$ cat src/rtl/hazard_sequencer.sv
// ---------------------------------------------------------------------------
// HazardSequencer (hazard_sequencer)
//
// Sits in the ID stage of the 5-stage MIPS core. It finds load-use hazards and
// branch/jr operand hazards, then drives the pipeline enables that stall IF/ID.
// It also issues the PC redirect and the IF/ID flush for taken branches, j,
// jal and jr. A hazard that needs two stall cycles is held by a small FSM plus
// a down-counter, so the second cycle does not depend on the EX/MEM inputs
// staying put. Two saturating counters report stall cycles and flush cycles.
//
// Ports
//   Clk, Reset_n                   rising-edge clock, async active-low reset
//   Hold                           external freeze, overrides everything else
//   IFID_Rs, IFID_Rt, ID_UsesRt    source operands of the instruction in ID
//   ID_Branch, ID_Jump, ID_JR      decoded control-transfer type in ID
//   Branch_Taken                   ID comparator result (meaningful with ID_Branch)
//   IDEX_MemRead, IDEX_RegWrite,
//   IDEX_DestReg                   the instruction currently in EX
//   EXMEM_MemRead, EXMEM_DestReg   the instruction currently in MEM
//   PCWrite, IFIDWrite             PC and IF/ID write enables
//   Mux_Select_Stall               1 = inject a bubble into ID/EX
//   IFID_Flush                     turn IF/ID into a nop on the next edge
//   Ctrl_branch_or_jump_taken      PC mux select for the redirect target
//   stall_count, flush_count       saturating performance counters
// ---------------------------------------------------------------------------
module hazard_sequencer #(
    parameter int CNT_W = 16
) (
    input  logic             Clk,
    input  logic             Reset_n,
    input  logic             Hold,
    input  logic [4:0]       IFID_Rs,
    input  logic [4:0]       IFID_Rt,
    input  logic             ID_UsesRt,
    input  logic             ID_Branch,
    input  logic             ID_Jump,
    input  logic             ID_JR,
    input  logic             Branch_Taken,
    input  logic             IDEX_MemRead,
    input  logic             IDEX_RegWrite,
    input  logic [4:0]       IDEX_DestReg,
    input  logic             EXMEM_MemRead,
    input  logic [4:0]       EXMEM_DestReg,
    output logic             PCWrite,
    output logic             IFIDWrite,
    output logic             Mux_Select_Stall,
    output logic             IFID_Flush,
    output logic             Ctrl_branch_or_jump_taken,
    output logic [CNT_W-1:0] stall_count,
    output logic [CNT_W-1:0] flush_count
);

    typedef enum logic {
        RUN   = 1'b0,
        STALL = 1'b1
    } state_t;

    localparam logic [CNT_W-1:0] CNT_ONE = CNT_W'(1);
    localparam logic [CNT_W-1:0] CNT_MAX = {CNT_W{1'b1}};

    state_t           state_q, state_d;
    logic [1:0]       stall_left_q, stall_left_d;
    logic [CNT_W-1:0] stall_cnt_q, stall_cnt_d;
    logic [CNT_W-1:0] flush_cnt_q, flush_cnt_d;

    logic       idex_match;
    logic       exmem_match;
    logic       id_ctl_xfer;
    logic       load_use;
    logic       alu_to_ctl;
    logic       load_to_ctl;
    logic [1:0] need_len;
    logic       taken;
    logic       stall_cycle;
    logic       redirect_cycle;

    // Register $0 is hard-wired to zero, so a write to it never creates a hazard.
    function automatic logic src_match(input logic [4:0] dest,
                                       input logic [4:0] rs,
                                       input logic [4:0] rt,
                                       input logic       uses_rt);
        return (dest != 5'd0) && ((dest == rs) || (uses_rt && (dest == rt)));
    endfunction

    // Hazard detection. Branches and jr compare their operands in ID, so they
    // need their operands one stage earlier than ordinary instructions. A load
    // feeding a branch therefore costs two bubbles, and an ALU result or a
    // load in MEM costs one. When several rules fire, the longest stall wins.
    always_comb begin
        idex_match  = src_match(IDEX_DestReg, IFID_Rs, IFID_Rt, ID_UsesRt);
        exmem_match = src_match(EXMEM_DestReg, IFID_Rs, IFID_Rt, ID_UsesRt);
        id_ctl_xfer = ID_Branch | ID_JR;
        load_use    = IDEX_MemRead & idex_match;
        alu_to_ctl  = id_ctl_xfer & IDEX_RegWrite & ~IDEX_MemRead & idex_match;
        load_to_ctl = id_ctl_xfer & EXMEM_MemRead & exmem_match;
        need_len    = 2'd0;
        if (alu_to_ctl || load_to_ctl) begin
            need_len = 2'd1;
        end
        if (load_use) begin
            need_len = id_ctl_xfer ? 2'd2 : 2'd1;
        end
        taken = ID_Jump | ID_JR | (ID_Branch & Branch_Taken);
    end

    // Cycle classification. In RUN the stall is Mealy: a fresh hazard stalls
    // in the same cycle it is decoded. In STALL the hazard inputs are ignored
    // because the count already says how long to wait. Hold freezes
    // everything, so neither kind of cycle is counted while it is high.
    always_comb begin
        stall_cycle    = 1'b0;
        redirect_cycle = 1'b0;
        if (!Hold) begin
            if (state_q == STALL) begin
                stall_cycle = 1'b1;
            end else if (need_len != 2'd0) begin
                stall_cycle = 1'b1;
            end else begin
                redirect_cycle = taken;
            end
        end
    end

    // Output drive. Reset is checked first and combinationally, so the
    // pipeline sees its safe values at once while Reset_n is low. Those
    // values are: no writes, a bubble and a flush.
    always_comb begin
        PCWrite                   = 1'b1;
        IFIDWrite                 = 1'b1;
        Mux_Select_Stall          = 1'b0;
        IFID_Flush                = 1'b0;
        Ctrl_branch_or_jump_taken = 1'b0;
        if (!Reset_n) begin
            PCWrite          = 1'b0;
            IFIDWrite        = 1'b0;
            Mux_Select_Stall = 1'b1;
            IFID_Flush       = 1'b1;
        end else if (Hold) begin
            PCWrite   = 1'b0;
            IFIDWrite = 1'b0;
        end else if (stall_cycle) begin
            PCWrite          = 1'b0;
            IFIDWrite        = 1'b0;
            Mux_Select_Stall = 1'b1;
        end else if (redirect_cycle) begin
            IFID_Flush                = 1'b1;
            Ctrl_branch_or_jump_taken = 1'b1;
        end
    end

    // Next-state logic. Only a two-cycle hazard enters STALL. The first bubble
    // is issued from RUN and stall_left holds the bubbles still owed. A
    // one-cycle hazard stays in RUN: one edge later the producer has moved
    // on, so the re-evaluated hazard is already clear.
    always_comb begin
        state_d      = state_q;
        stall_left_d = stall_left_q;
        stall_cnt_d  = stall_cnt_q;
        flush_cnt_d  = flush_cnt_q;
        if (!Hold) begin
            case (state_q)
                RUN: begin
                    if (need_len == 2'd2) begin
                        state_d      = STALL;
                        stall_left_d = 2'd1;
                    end
                end
                STALL: begin
                    if (stall_left_q <= 2'd1) begin
                        state_d      = RUN;
                        stall_left_d = 2'd0;
                    end else begin
                        stall_left_d = stall_left_q - 2'd1;
                    end
                end
                default: begin
                    state_d      = RUN;
                    stall_left_d = 2'd0;
                end
            endcase
        end
        if (stall_cycle && (stall_cnt_q != CNT_MAX)) begin
            stall_cnt_d = stall_cnt_q + CNT_ONE;
        end
        if (redirect_cycle && (flush_cnt_q != CNT_MAX)) begin
            flush_cnt_d = flush_cnt_q + CNT_ONE;
        end
    end

    // State and counter registers. An asynchronous reset also drops any stall
    // in progress, so no leftover bubbles follow a reset.
    always_ff @(posedge Clk or negedge Reset_n) begin
        if (!Reset_n) begin
            state_q      <= RUN;
            stall_left_q <= 2'd0;
            stall_cnt_q  <= '0;
            flush_cnt_q  <= '0;
        end else begin
            state_q      <= state_d;
            stall_left_q <= stall_left_d;
            stall_cnt_q  <= stall_cnt_d;
            flush_cnt_q  <= flush_cnt_d;
        end
    end

    assign stall_count = stall_cnt_q;
    assign flush_count = flush_cnt_q;

endmodule
$ cat config.mk
export PLATFORM = sky130hd
export DESIGN_NAME = hazard_sequencer
export DESIGN_NICKNAME = d
export VERILOG_FILES = /design/src/rtl/hazard_sequencer.sv
export SDC_FILE = /design/constraint.sdc
export NUM_CORES = 1
export LEC_CHECK = 0
export CORE_UTILIZATION = 33
export CTS_CLUSTER_SIZE = 28
export DETAILED_ROUTE_END_ITERATION = 10
export PLACE_DENSITY_LB_ADDON = 0.12
export RECOVER_POWER = 25
export SLEW_MARGIN = 15
export SYNTH_ARGS = -nofsm -noshare
export SYNTH_HDL_FRONTEND = slang
export SYNTH_SLANG_ARGS = --single-unit
$ cat constraint.sdc
create_clock -name Clk -period 4.4 [get_ports Clk]
set_clock_uncertainty 0.1 [all_clocks]
set_input_delay 0.66 -clock Clk [delete_from_list [all_inputs] [get_ports Clk]]
set_output_delay 0.66 -clock Clk [all_outputs]
set_load 0.005 [all_outputs]
; Yosys cells after proc, flatten, opt, wreduce, memory -nomap -nowiden
; Index checks and enable logic that the tools add are counted.
; W data, S select, Z words.
[word_totals]
regBits = 35
wordCells = 68
input_bits = 31
output_inout_bits = 37
[op_classes]
bitwise = 13
reduce_logical = 13
n_addsub = 3
n_eq_ne = 8
mux = 26
magnitude_cmp = 1
[ops]
columns = cell, count
row1 = $add A16 B1 Y16 const B, 2
row2 = $ne A16 B16 Y1 const B, 2
row3 = $eq A5 B5 Y1, 4
row4 = $mux W1, 20
row5 = $reduce_bool A5 Y1, 2
row6 = $mux W2, 4
row7 = $and A1 B1 Y1, 7
row8 = $logic_and A1 B1 Y1, 6
row9 = $pmux W2 S2, 1
row10 = $logic_or A1 B1 Y1, 3
row11 = $not A1 Y1, 3
row12 = $or A1 B1 Y1, 3
row13 = $eq A2 B2 Y1 const B, 1
row14 = $le A2 B1 Y1 const B, 1
row15 = $ne A2 B2 Y1 const B, 1
row16 = $pmux W1 S2, 1
row17 = $reduce_and A2 Y1, 1
row18 = $reduce_bool A2 Y1, 1
row19 = $sub A2 B1 Y2 const B, 1

; Longest topological paths before layout
; Gate-level depths: netlist (run 1).
[depth]
depth_word = 16
depth_mapped = 8

; Worst setup path after synthesis (run 1)
; No wires, ideal clock.
[synth_path]
path_type = in2out
start = input IDEX_DestReg[1]
end = output PCWrite
t_arrival_ps = 1966
path_buffers = 1
path_stages = 7
setup_slack_ps = 1674
cell_sequence = or4_1 > nor2_1 > nand3b_2 > nand2_1 > nor2_1 > and2_1 > buf_4
[synth_via]
elab_chain_cells = 15
[synth_rtl]
columns = element, line_no
row1 = start: declaration, 41  ; input logic [4:0] IDEX_DestReg,
row2 = $eq A5 B5 Y1, 82  ; return (dest != 5'd0) && ((dest == rs) || (uses_rt && (dest == rt)));
row3 = $logic_and A1 B1 Y1, 82
row4 = $logic_or A1 B1 Y1, 82
row5 = $logic_and A1 B1 Y1 (*), 82
row6 = $and A1 B1 Y1, 94  ; alu_to_ctl = id_ctl_xfer & IDEX_RegWrite & ~IDEX_MemRead & idex_match;
row7 = $logic_or A1 B1 Y1, 97  ; if (alu_to_ctl || load_to_ctl) begin
row8 = $mux W1, 97
row9 = $mux W2 (*), 100  ; if (load_use) begin
row10 = $reduce_bool A2 Y1 (*), 116  ; end else if (need_len != 2'd0) begin
row11 = $mux W1 (*), 116
row12 = $mux W1 (*), 114  ; if (state_q == STALL) begin
row13 = $mux W1 (*), 113  ; if (!Hold) begin
row14 = $mux W1 (*) (3 in series), --
row15 = end: declaration, 44  ; output logic PCWrite,
; Mark *: on every way between the ends. The rest lies on a longest branch, timed or not.

; Worst setup path in the final report (run 1)
[layout_path]
start = input IDEX_DestReg[1]
end = output Ctrl_branch_or_jump_taken
[layout_via]
elab_chain_cells = 16
[layout_rtl]
columns = element, line_no
row1 = $eq A5 B5 Y1, 82
row2 = $logic_and A1 B1 Y1, 82
row3 = $logic_or A1 B1 Y1, 82
row4 = $logic_and A1 B1 Y1 (*), 82
row5 = $and A1 B1 Y1, 94
row6 = $logic_or A1 B1 Y1, 97
row7 = $mux W1, 97
row8 = $mux W2 (*), 100
row9 = $reduce_bool A2 Y1 (*), 116
row10 = $mux W1, 116
row11 = $mux W1, 114
row12 = $mux W1, 113
row13 = $mux W1, 145  ; end else if (redirect_cycle) begin
row14 = $mux W1 (*), 141  ; end else if (stall_cycle) begin
row15 = $mux W1 (*), 138  ; end else if (Hold) begin
row16 = $mux W1 (*), 133  ; if (!Reset_n) begin
row17 = end: declaration, 48  ; output logic Ctrl_branch_or_jump_taken,
; Marks and branches as above.

==> results.yml, run 1 <==
timing:
  worstMarginPinSlew_ns: 0.482
  finalMaxSlewViolations: 0
  fmax_mhz: 267
  fin_crit_ns: 3.75
  finalHoldViolCount: 0
  min_period_over_period: 0.852
  setup_viol: 0
  rsz0062_at_grt: "false"
  timing.hold.ws_ns: 0.320
  fin_tns_setup_ns: 0
  slew_headroom: 0.679
  fin_ws_ns: 0.650
route:
  drc: 0
  wl_um: 4670
  detail-route-antenna-nets: 0
  vias: 1680
  routedWlPerCell_um: 13.7
  drt_iter0_drc: 96
  via_per_inst: 4.94
  drtPass1Iterations: 4
logic_synthesis:
  syn_inst: 196
  synth_edf_count: 0
  yosys.area.top_type_share: 0.441
  syn_nets: 229
  async_flop_share: 1.00
  ys_seq_area_frac: 0.441
  netlist_top_cells_area: "dfrtp_1 (44%), xnor2_1 (16%), xor2_1 (5.3%)"
  synth.distinct_cells: 39
  yosysWarnings: 0
  synthesis.area_um2: 1990
  synth_largest_area_cell: "dfrtp_1"
  avgSynthCellArea_um2: 10.1
  synth-seq-cells: 35
  synth_flop_cell: "dfrtp_1"
clock_tree:
  post-cts-setup-buffers: 0
  path_clk_slew_ns: 0.07
  clock-root-buffer: "clkbuf_8"
  cts_resized: 0
  cts.path.max_buffers: 2
  cts_tree: "done"
  cts.sinks: 35
  htreeDepth: 2
  cts_buffers: 5
  cts_hold_buf: 0
  clock_latency_ns: 0.28
power_and_ir_drop:
  pwr-share-comb: 0.320
  power.share.clock: 0.229
  power_density_nw_per_um2: 366
  switching_share: 0.314
  p_leak_nw: 1.13
  ir_drop_mv: 0.247
  p_int_mw: 0.707
  seq_power_share: 0.451
  p_sw_mw: 0.323
  fin_total_pwr_mw: 1.03
grt:
  grt_pass1_vias: 1620
  grt_overflow: 0
  antenna_found_initial: 0
  grt_pass1_wl_um: 7980
  grt_max_degree: 40
  grt_usage: 0.162
placed_design:
  gp_congestion: 0.791
  dp_slack_ns: 0.641
  portBuffers: 67
  place.detailed.hpwl_um: 3530
die:
  fp.dieH_um: 79.6
  die-area_um2: 6340
  rows: 27
  ios: 68
  die_w_um: 79.6
  core-area_um2: 5640
  start_util: 0.352
setup_path:
  required_ns: 3.64
  endpoint_kind: "output pin"
  critPathKind: "in2out"
  rr_worst_depth: 7
  crit_fanout: 7
  startpoint_type: "input port"
  cp.arrival_ns: 2.99
job:
  cap_viol_max_count: 0
layout:
  antenna_cells: 0
  fillers: 539
  finalNetCount: 301
  layout-drive-gt1-share: 0.0746
  area_delta_synth_final_pct: 41.9
hold_path:
  worstHoldPathType: "in2async"
run_status:
  status: "finished, final reports clean"
-- power by group through the flow --
stage,logic (mW),clock network [mW],registers (mW)
6_report,0.330,0.236,0.465
5_1_grt,0.367,0.264,0.479
4_1_cts,0.334,0.248,0.465
3_5_place_dp,0.330,0,0.471
3_3_place_gp,0.329,0,0.470
2_1_floorplan,0.150,0,0.461
-- worst paths after layout --
kind	startpoint	to	slack (ns)
max in group asynchronous	Reset_n	stall_count[8]	3.54
setup / recovery	IDEX_DestReg[1]	Ctrl_branch_or_jump_taken	0.65
min in group Clk	flush_count[5]	flush_count[5]	0.40
hold / removal	Reset_n	flush_count[8]	0.32
setup reg to reg	flush_count[0]	flush_count[15]	2.11
hold reg to reg	flush_count[5]	flush_count[5]	0.40
-- sequential cells by signal (all words and copies together) (netlist names) --
signal,flops
stall_left_q,2
stall_count,16
flush_count,16
state_q,1
-- cell usage after synthesis, drive strengths merged (2+ instances only) --
cell    instances
clkbuf          2
xnor2          37
nand2          22
nand4          13
a211oi          2
ha              2
nor4            6
inv             3
mux2            3
nor2b           2
and2            2
xor2           12
nand3          15
nor3            6
and3            5
nor2            8
and4            3
dfrtp          35
buf             2
-- cells in the final DEF (no fill, tap or decap), types with 2 or more instances in the layout --
| master | instances |
|---|---|
| clkdlybuf4s50_1 | 66 |
| xnor2_1 | 37 |
| dfrtp_1 | 35 |
| nand2_1 | 22 |
| nand3_1 | 14 |
| xor2_1 | 12 |
| nand4_1 | 11 |
| nor2_1 | 8 |
| nor3_1 | 6 |
| nor4_1 | 6 |
| clkbuf_8 | 6 |
| and3_1 | 5 |
| and4_1 | 3 |
| inv_1 | 3 |
| mux2_2 | 3 |
| and2_1 | 2 |
| nor2b_1 | 2 |
| nand4_2 | 2 |
| ha_1 | 2 |
| buf_4 | 2 |
-- cell type report --
type	count	area, um^2	share of cell area
Multi-Input combinational cell	154	1070	0.381
Clock inverter	1	5.00	0.00178
Tap cell	72	90.1	0.0320
Timing Repair Buffer	69	681	0.241
Clock buffer	6	82.6	0.0293
Sequential cell	35	876	0.311
Inverter	3	11.3	0.00399
-- critical path, stage by stage --
cell	delay, ns
clkdlybuf4s50_1	0.47
or4_1	0.53
nor2_1	0.13
nand3b_2	0.18
nand2_1	0.18
nor2_1	0.17
and3_1	0.17
clkdlybuf4s50_1	0.49
-- cell families (layout without fill, tap and decap cells) --
kind of cell	Yosys count	in the layout	share of synthesized area
multiplexers	3	3	0.0170
XOR/XNOR	49	49	0.216
AND/OR/NAND/NOR	88	88	0.244
buffers and inverters	7	79	0.0189
flip-flops	35	35	0.441
AO/OA/AOI/OAI	12	12	0.0504
adder cells (fa/ha/maj)	2	2	0.0126
-- metrics by stage --
stage	instances	util	area [um^2]
5_1_grt	340	0.500	2820
6_report	340	0.500	2820
3_5_place_dp	333	0.484	2730
3_3_place_gp	333	0.484	2730
4_1_cts	340	0.500	2820
2_1_floorplan	196	-	1990
-- metal layers --
metal  GRT usage  routed length, um  part of all wire  vias up
met5           0                  0                 0        -
met4      0.0273                 13            0.0028        0
met3      0.0503                237             0.051        2
met2       0.256               2240              0.48       49
met1       0.220               2180              0.47      787
li1            -                  -                 -      842
Note: power is estimated with default switching activity, not from simulation.
==> run 2: changes to the inputs <==
--- a/config.mk
+++ b/config.mk
@@ -5,6 +5,7 @@
 export SDC_FILE = /design/constraint.sdc
 export NUM_CORES = 1
 export LEC_CHECK = 0
+export CORE_MARGIN = 2
 export CORE_UTILIZATION = 33
 export CTS_CLUSTER_SIZE = 28
 export DETAILED_ROUTE_END_ITERATION = 10
==> run 2 against run 1 <==
  * Routed wire length is 0.77% lower
  * Sequential power hardly changed
  * Via count is 0.42% higher
  * Utilization is 2.1 points lower
==> results.yml, run 2 (same netlist as run 1, synthesis figures left out) <==
power_and_ir_drop:
  ir_drop_mv: 0.191
  p_int_mw: 0.706
  seq_power_share: 0.453
  switching_share: 0.313
  p_sw_mw: 0.322
  fin_total_pwr_mw: 1.03
  p_leak_nw: 1.12
  power_density_nw_per_um2: 365
  power.share.clock: 0.228
  pwr-share-comb: 0.319
die:
  rows: 28
  core-area_um2: 5890
  fp.dieH_um: 81.6
  start_util: 0.338
  ios: 68
  die-area_um2: 6660
  die_w_um: 81.6
timing:
  setup_viol: 0
  fin_tns_setup_ns: 0
  min_period_over_period: 0.848
  fmax_mhz: 268
  slew_headroom: 0.0333
  finalMaxSlewViolations: 0
  fin_crit_ns: 3.73
  finalHoldViolCount: 0
  worstMarginPinSlew_ns: 1.45
  rsz0062_at_grt: "false"
grt:
  grt_overflow: 0
  grt_max_degree: 27
  grt_usage: 0.150
  grt_pass1_vias: 1643
  antenna_found_initial: 0
  grt_pass1_wl_um: 7740
run_status:
  status: "finished, final reports clean"
route:
  wl_um: 4630
  drc: 0
  via_per_inst: 4.92
  drt_iter0_drc: 90
  drtPass1Iterations: 4
  vias: 1687
  routedWlPerCell_um: 13.5
  detail-route-antenna-nets: 0
hold_path:
  worstHoldPathType: "in2async"
setup_path:
  startpoint_type: "input port"
  r2r_slack_ns: 2.16
  crit_fanout: 7
  endpoint_kind: "output pin"
  critPathKind: "in2out"
  crit_chain: "clkdlybuf4s50_1, or4_1, nor2_1, nand3b_2, nand2_1, nor2_1, and3_1, clkdlybuf4s50_1"
  cp.arrival_ns: 2.97
  worst_path_max_delay_cell: "or4_1"
  cpPeakStageDelay_ns: 0.54
  required_ns: 3.64
placed_design:
  place.detailed.hpwl_um: 3590
  gp_congestion: 0.806
  dpl_cell_area_um2: 2740
  portBuffers: 67
clock_tree:
  post-cts-setup-buffers: 0
  cts.path.max_buffers: 2
  htreeDepth: 2
  cts_hold_buf: 0
  clock-root-buffer: "clkbuf_8"
  cts.sinks: 35
  clock_latency_ns: 0.28
  path_clk_slew_ns: 0.07
  cts_tree: "done"
  cts_buffers: 5
  cts_resized: 0
layout:
  final_common_cell: "clkdlybuf4s50_1"
  final_cell_mix: "clkdlybuf4s50_1 (66), xnor2_1 (37), dfrtp_1 (35), nand2_1 (22), nand3_1 (14)"
  area_delta_synth_final_pct: 41.8
  finalNetCount: 301
  antenna_cells: 0
  fillers: 577
  design_area_um2: 2820
  fin_util: 0.479
  layout-drive-gt1-share: 0.0672
job:
  cap_viol_max_count: 0
[run 2: changes by cell type in the layout (fill, tap and decap cells not counted)]
cell      delta
buf_2        -1
buf_4        -1
clkbuf_1     +2
[run 2: path summary, 6_finish.rpt]
kind,from,end,cells past startpoint
setup / recovery,IDEX_DestReg[1],Ctrl_branch_or_jump_taken,8
setup reg to reg,flush_count[0],flush_count[13],7
min in group Clk,flush_count[11],flush_count[11],1
hold / removal,Reset_n,flush_count[14],1
hold reg to reg,flush_count[11],flush_count[11],1
max in group asynchronous,Reset_n,stall_count[4],2
[run 2: per-stage QoR]
step	cells	setup WS (ns)	hold slack, ns
finish	343	0.668	0.278
global route	343	0.483	0.315
CTS	343	0.670	0.145
detailed placement	336	0.661	0.380
global placement	336	0.694	0.377
floorplan	196	1.67	0.264
[run 2: worst max-delay path, delay by kind of cell]
family / cells / cell delay (ns)
buffers and inverters: 2 / 0.95
and+or+nand+nor: 6 / 1.35
[run 2: cell type report]
cell class / instances / area (um^2) / area share
tap: 75 / 93.8 / 0.0333
multi-input combinational: 154 / 1070 / 0.381
sequential: 35 / 876 / 0.311
inverter: 3 / 11.3 / 0.00400
clock buffer: 6 / 82.6 / 0.0293
timing repair buffer: 69 / 676 / 0.240
clock inverter: 1 / 5.00 / 0.00178
[run 2: power groups by stage]
stage                     clock (mW)  combinational (mW)  sequential (mW)
after CTS                      0.243               0.331            0.467
after floorplan                    0               0.150            0.461
after detailed placement           0               0.329            0.472
after global placement             0               0.330            0.471
final                          0.234               0.328            0.466
after global routing           0.259               0.361            0.480
[run 2: per-layer routing]
layer,GRT usage,up-vias,wire (um)
li1,-,835,-
met1,0.201,807,2210
met2,0.237,43,2150
met3,0.0429,2,249
met4,0.0433,0,23
met5,0,-,0
